<file path="config.mk">
export PLATFORM = sky130hd
export DESIGN_NAME = hazard_unit
export DESIGN_NICKNAME = d
export VERILOG_FILES = /design/src/rtl/hazard_unit.sv
export SDC_FILE = /design/constraint.sdc
export NUM_CORES = 1
export LEC_CHECK = 0
export CORE_MARGIN = 4
export CORE_UTILIZATION = 47
export DETAILED_ROUTE_END_ITERATION = 6
export PLACE_DENSITY = 0.79
export SLEW_MARGIN = 15
export SYNTH_ARGS = -nofsm -noshare
export SYNTH_HDL_FRONTEND = slang
export SYNTH_SLANG_ARGS = --single-unit
</file>
<file path="constraint.sdc">
create_clock -name CLK -period 3.2 [get_ports CLK]
set_clock_uncertainty 0.1 [all_clocks]
set_input_delay 0.64 -clock CLK [delete_from_list [all_inputs] [get_ports CLK]]
set_output_delay 0.64 -clock CLK [all_outputs]
set_load 0.02 [all_outputs]
</file>
<file path="src/rtl/hazard_unit.sv">
// OTTER pipeline hazard controller: load-use stalls, branch flushes,
// dmem freeze and saturating stall/flush performance counters.
module hazard_unit #(
  parameter int REG_W           = 5,
  parameter int LOAD_USE_CYCLES = 1,
  parameter int CNT_W           = 32,
  parameter int X0_HAZARD       = 0
) (
  input  logic             CLK,
  input  logic             RST,
  input  logic [REG_W-1:0] id_rs1,
  input  logic [REG_W-1:0] id_rs2,
  input  logic             id_uses_rs1,
  input  logic             id_uses_rs2,
  input  logic [REG_W-1:0] ex_rd,
  input  logic             ex_mem_read,
  input  logic             ex_branch_taken,
  input  logic             dmem_busy,
  input  logic             cnt_clr,
  output logic             pc_write,
  output logic             if_id_write,
  output logic             id_ex_write,
  output logic             id_ex_bubble,
  output logic             if_id_flush,
  output logic             id_ex_flush,
  output logic [CNT_W-1:0] stall_count,
  output logic [CNT_W-1:0] flush_count
);

  typedef enum logic {RUN, LU_STALL} state_t;

  localparam logic [2:0] LU_LOAD = 3'(LOAD_USE_CYCLES - 1);

  state_t           r_state;
  state_t           w_next_state;
  logic [2:0]       r_lu_cnt;
  logic [2:0]       w_next_lu;
  logic [CNT_W-1:0] r_stall_cnt;
  logic [CNT_W-1:0] r_flush_cnt;
  logic             w_stall_inc;
  logic             w_flush_inc;
  logic             w_rd_ok;
  logic             w_lu_hit;

  assign w_rd_ok  = (X0_HAZARD != 0) || (ex_rd != '0);
  assign w_lu_hit = ex_mem_read && w_rd_ok &&
                    ((id_uses_rs1 && (id_rs1 == ex_rd)) ||
                     (id_uses_rs2 && (id_rs2 == ex_rd)));

  always_comb begin
    w_next_state = r_state;
    w_next_lu    = r_lu_cnt;
    w_stall_inc  = 1'b0;
    w_flush_inc  = 1'b0;
    pc_write     = 1'b1;
    if_id_write  = 1'b1;
    id_ex_write  = 1'b1;
    id_ex_bubble = 1'b0;
    if_id_flush  = 1'b0;
    id_ex_flush  = 1'b0;
    if (RST) begin
      pc_write     = 1'b0;
      if_id_write  = 1'b0;
      id_ex_write  = 1'b0;
      id_ex_bubble = 1'b1;
    end else if (dmem_busy) begin
      pc_write    = 1'b0;
      if_id_write = 1'b0;
      id_ex_write = 1'b0;
      w_stall_inc = 1'b1;
    end else if (ex_branch_taken) begin
      // squashing the dependent instruction makes any load-use moot
      if_id_flush  = 1'b1;
      id_ex_flush  = 1'b1;
      w_next_state = RUN;
      w_next_lu    = 3'd0;
      w_flush_inc  = 1'b1;
    end else if (r_state == LU_STALL) begin
      pc_write     = 1'b0;
      if_id_write  = 1'b0;
      id_ex_bubble = 1'b1;
      w_stall_inc  = 1'b1;
      w_next_lu    = r_lu_cnt - 3'd1;
      if (r_lu_cnt == 3'd1) w_next_state = RUN;
    end else if (w_lu_hit) begin
      pc_write     = 1'b0;
      if_id_write  = 1'b0;
      id_ex_bubble = 1'b1;
      w_stall_inc  = 1'b1;
      if (LOAD_USE_CYCLES > 1) begin
        w_next_state = LU_STALL;
        w_next_lu    = LU_LOAD;
      end
    end
  end

  always_ff @(posedge CLK or posedge RST) begin
    if (RST) begin
      r_state  <= RUN;
      r_lu_cnt <= 3'd0;
    end else begin
      r_state  <= w_next_state;
      r_lu_cnt <= w_next_lu;
    end
  end

  always_ff @(posedge CLK or posedge RST) begin
    if (RST) begin
      r_stall_cnt <= '0;
      r_flush_cnt <= '0;
    end else if (cnt_clr) begin
      r_stall_cnt <= '0;
      r_flush_cnt <= '0;
    end else begin
      if (w_stall_inc && !(&r_stall_cnt))
        r_stall_cnt <= r_stall_cnt + 1'b1;
      if (w_flush_inc && !(&r_flush_cnt))
        r_flush_cnt <= r_flush_cnt + 1'b1;
    end
  end

  assign stall_count = r_stall_cnt;
  assign flush_count = r_flush_cnt;

endmodule

</file>
==> results.md, run 1 <==
* Status: complete, no violations
* Hold Path Class: register to register
* Die height at 100.3 um
* Total GRT Usage at 20.57%
* Final Max Slew Viols at 0
* Post-route DRC at 0
* # nets final at 558
* Worst vdd ir at 269.0 uV
* Part of the power in the clock network at 38.1%
* DR vias/cell at 5.933
* Dpl cell area at 5051 um2
* Worst-path fanout max at 2
* First-pass GRT wire length at 17010 um
* Fillers at 710
* Antenna viol nets, final at 0
* Int Pwr at 1.222 mW
* Initial Util at 48.47%
* Chip width at 100.3 um
* DR WL/cell at 16.15 um
* Antenna diode count at 0
* Cts bufs inserted at 9
* WP data required at 2.46 ns
* Final Hold Viols at 0
* MaxCap Viol Count at 0
* Area grow syn2layout at 30.04%
* Sequential share of the synthesized area at 42.51%
* Final setup margin at 0.1474 ns
* Reg2reg setup slack at 0.72 ns
* Drt initial violations at 246
* Mux cell area share after synthesis at 0.8753%
* Synth Area in XOR/XNOR at 7.440%
* Yosys Warn Count at 0
* Yosys reg bits at 68
* Worst-Margin Slew at 0.8608 ns
* Synth top area share at 42.51%
* Synth async-reset ratio at 100.0%
* PwrDens at 315.9 nW/um2
* Core Box Area at 8258 um2
* P_leak at 1.965 nW
* Sw Share at 25.71%
* Setup tns final at 0 ns
* Hold_ws at 0.4029 ns
* Skew-Pair Late Insertion Delay at 0.33 ns
* Final Util at 63.03%
* Antenna violations before repair at 0
* Design area at 5205 um2
* Largest net degree at the start of global routing at 69
* CTS sink cnt at 68
* Final period utilization at 95.39%
* Synth Area in Compound Gates at 15.22%
* Worst setup EP type: output pin
* Largest family of logic cells by synthesized area: simple AND/OR/NAND/NOR gates
* Vias at 3803
* First drt pass iteration count at 4
* Setup Viol. Count Final at 0
* CTS root buf: clkbuf_8
* Gpl congestion at 0.8102
* Dpl ws at -0.2842 ns
* CTS tree: built
* Dpl cells at 625
* Syn Nets at 463
* I/O Buffers at 92
* Cell taking the most area after synthesis: dfrtp_1
* RSZ-0062 raised after global routing: false
* Clock transition at path regs at 0.07 ns
* Gr ovfl total at 0
* Die ar. at 10060 um2
* Syn Area/Cell at 9.180 um2
* Post-Layout Cell Count at 641
* EDFF count, synth at 0
* Synth Area in Adders at 1.250%
* Hold-fix buffers, CTS at 0
* Synth Flop Type: dfrtp_1
* IO Count at 93
* PnR Total Power at 1.644 mW
* Crit Path Class: input pin to output pin
* CTS Buffer Depth at 2
* Max Fclk at 327.6 MHz
* Combinational Power Share at 9.3%
* CP Launch Type: input pin
* DRT Wirelength at 10350 um
* Flop pwr share at 52.5%
* Net switching power at 0.4228 mW
* Vias in the first global route at 3529
* Top post-synthesis cells by area: dfrtp_1 (43%), xnor2_1 (5.9%), o31ai_1 (5.3%), a21oi_1 (5.0%), or4_1 (4.9%)
* Syn Inst Count at 436
* Worst EP arrival at 2.31 ns
* Unique masters post-synth at 45
* Row Count at 33
* Netlist Area Pre-Place at 4003 um2
* Fraction of layout cells with a size suffix above 1 at 9.142%
* H-tree levels at 3
* Minimum clock period at 3.053 ns
* DP HPWL at 7165 um
* Worst relative slew slack at 42.61%
* Simple-gate share of the synthesized area at 27.95%
path summary, 6_finish.rpt:
kind,from,end,cells after the start
max reg2reg,stall_count[6],stall_count[28],6
max,ex_rd[1],pc_write,7
min reg2reg,r_lu_cnt[2],r_lu_cnt[2],1
max in group asynchronous,RST,stall_count[31],4
min in group asynchronous,RST,r_state,4
min,r_lu_cnt[2],r_lu_cnt[2],1
layer usage:
metal | track usage [%] | vias to the layer above | wire (um)
li1 | - | 1812 | -
met1 | 29.33 | 1861 | 4787
met2 | 32.77 | 126 | 4850
met3 | 3.892 | 4 | 670
met4 | 4.352 | 0 | 43
met5 | 0 | - | 0
cells in the mapped netlist (3+ instances only):
library cell and instances:
xnor2_1 27, nor4_1 3, clkbuf_1 18, and4_1 10
and3_1 16, nand2_1 25, nand4_1 24, o31ai_1 28
inv_1 14, xor2_1 7, o21ai_0 11, o41ai_1 3
nor3_1 7, dfrtp_1 68, nor2_1 38, ha_1 4
buf_6 4, or4_1 26, or3_1 12, nand3_1 20
a21oi_1 40
critical path, cell delays in order:
cell and delay (ns):
clkdlybuf4s50_1 0.42, or4_1 0.54, o21ai_2 0.16, inv_1 0.05
a21oi_1 0.18, o21a_1 0.15, clkbuf_2 0.17
placed cells by master, fill, tap and decap left out, types with 4 or more instances in the layout:
cell,count
a21oi_1,40
and3_1,16
and4_1,10
buf_4,18
clkbuf_8,10
clkdlybuf4s50_1,88
clkinv_2,4
dfrtp_1,68
ha_1,4
inv_1,13
nand2_1,25
nand3_1,20
nand4_1,24
nor2_1,38
nor3_1,7
o21ai_0,11
o31ai_1,28
or3_1,12
or4_1,26
xnor2_1,27
xor2_1,7
power groups by stage:
stage	Clock, mW	Combinational (mW)	Sequential (mW)
after floorplan	0	0.0843	0.883
after global placement	0	0.153	0.881
after detailed placement	0	0.156	0.881
after CTS	0.641	0.155	0.864
after global routing	0.680	0.168	0.864
final	0.627	0.153	0.864
kinds of logic after synthesis:
logic type      after synthesis
simple gates                193
compound gates               94
flops                        68
buf+inv                      40
xor+xnor                     34
fa+ha+maj                     4
mux                           3
final cells by class:
| class | instances | area (um2) | share of cell area, % |
|---|---|---|---|
| clock buffers | 11 | 141.4 | 2.716 |
| inverters | 14 | 56.30 | 1.082 |
| well taps | 105 | 131.4 | 2.524 |
| flip-flops and latches | 68 | 1702 | 32.69 |
| repair buffers | 110 | 1036 | 19.90 |
| multi-input cells | 328 | 2111 | 40.55 |
| clock inverters | 5 | 27.53 | 0.5288 |
registers in the layout, indices dropped and copies added (netlist names):
name and count:
r_state 1, r_lu_cnt 3, flush_count 32, stall_count 32
repair_timing:
item / CTS / global route
setup buffers: 0 / 0
resized for setup: 3 / 7
setup endpoints to repair: 3 / 3
gates cloned: 0 / 0
Power figures use the tool's default switching activity.
==> run 2: changes to the inputs <==
--- a/config.mk
+++ b/config.mk
@@ -8,6 +8,7 @@
 export CORE_MARGIN = 4
 export CORE_UTILIZATION = 47
 export DETAILED_ROUTE_END_ITERATION = 6
+export GPL_TIMING_DRIVEN = 1
 export PLACE_DENSITY = 0.79
 export SLEW_MARGIN = 15
 export SYNTH_ARGS = -nofsm -noshare
==> results of run 2 <==
Same layout as run 1: the final DEF is identical, and so are final timing and power.
==> run 3: changes to the inputs <==
--- a/config.mk
+++ b/config.mk
@@ -9,6 +9,7 @@
 export CORE_UTILIZATION = 47
 export DETAILED_ROUTE_END_ITERATION = 6
 export GPL_TIMING_DRIVEN = 1
+export HOLD_SLACK_MARGIN = 0.15
 export PLACE_DENSITY = 0.79
 export SLEW_MARGIN = 15
 export SYNTH_ARGS = -nofsm -noshare
==> results of run 3 <==
Same layout as run 1: the final DEF is identical, and so are final timing and power.
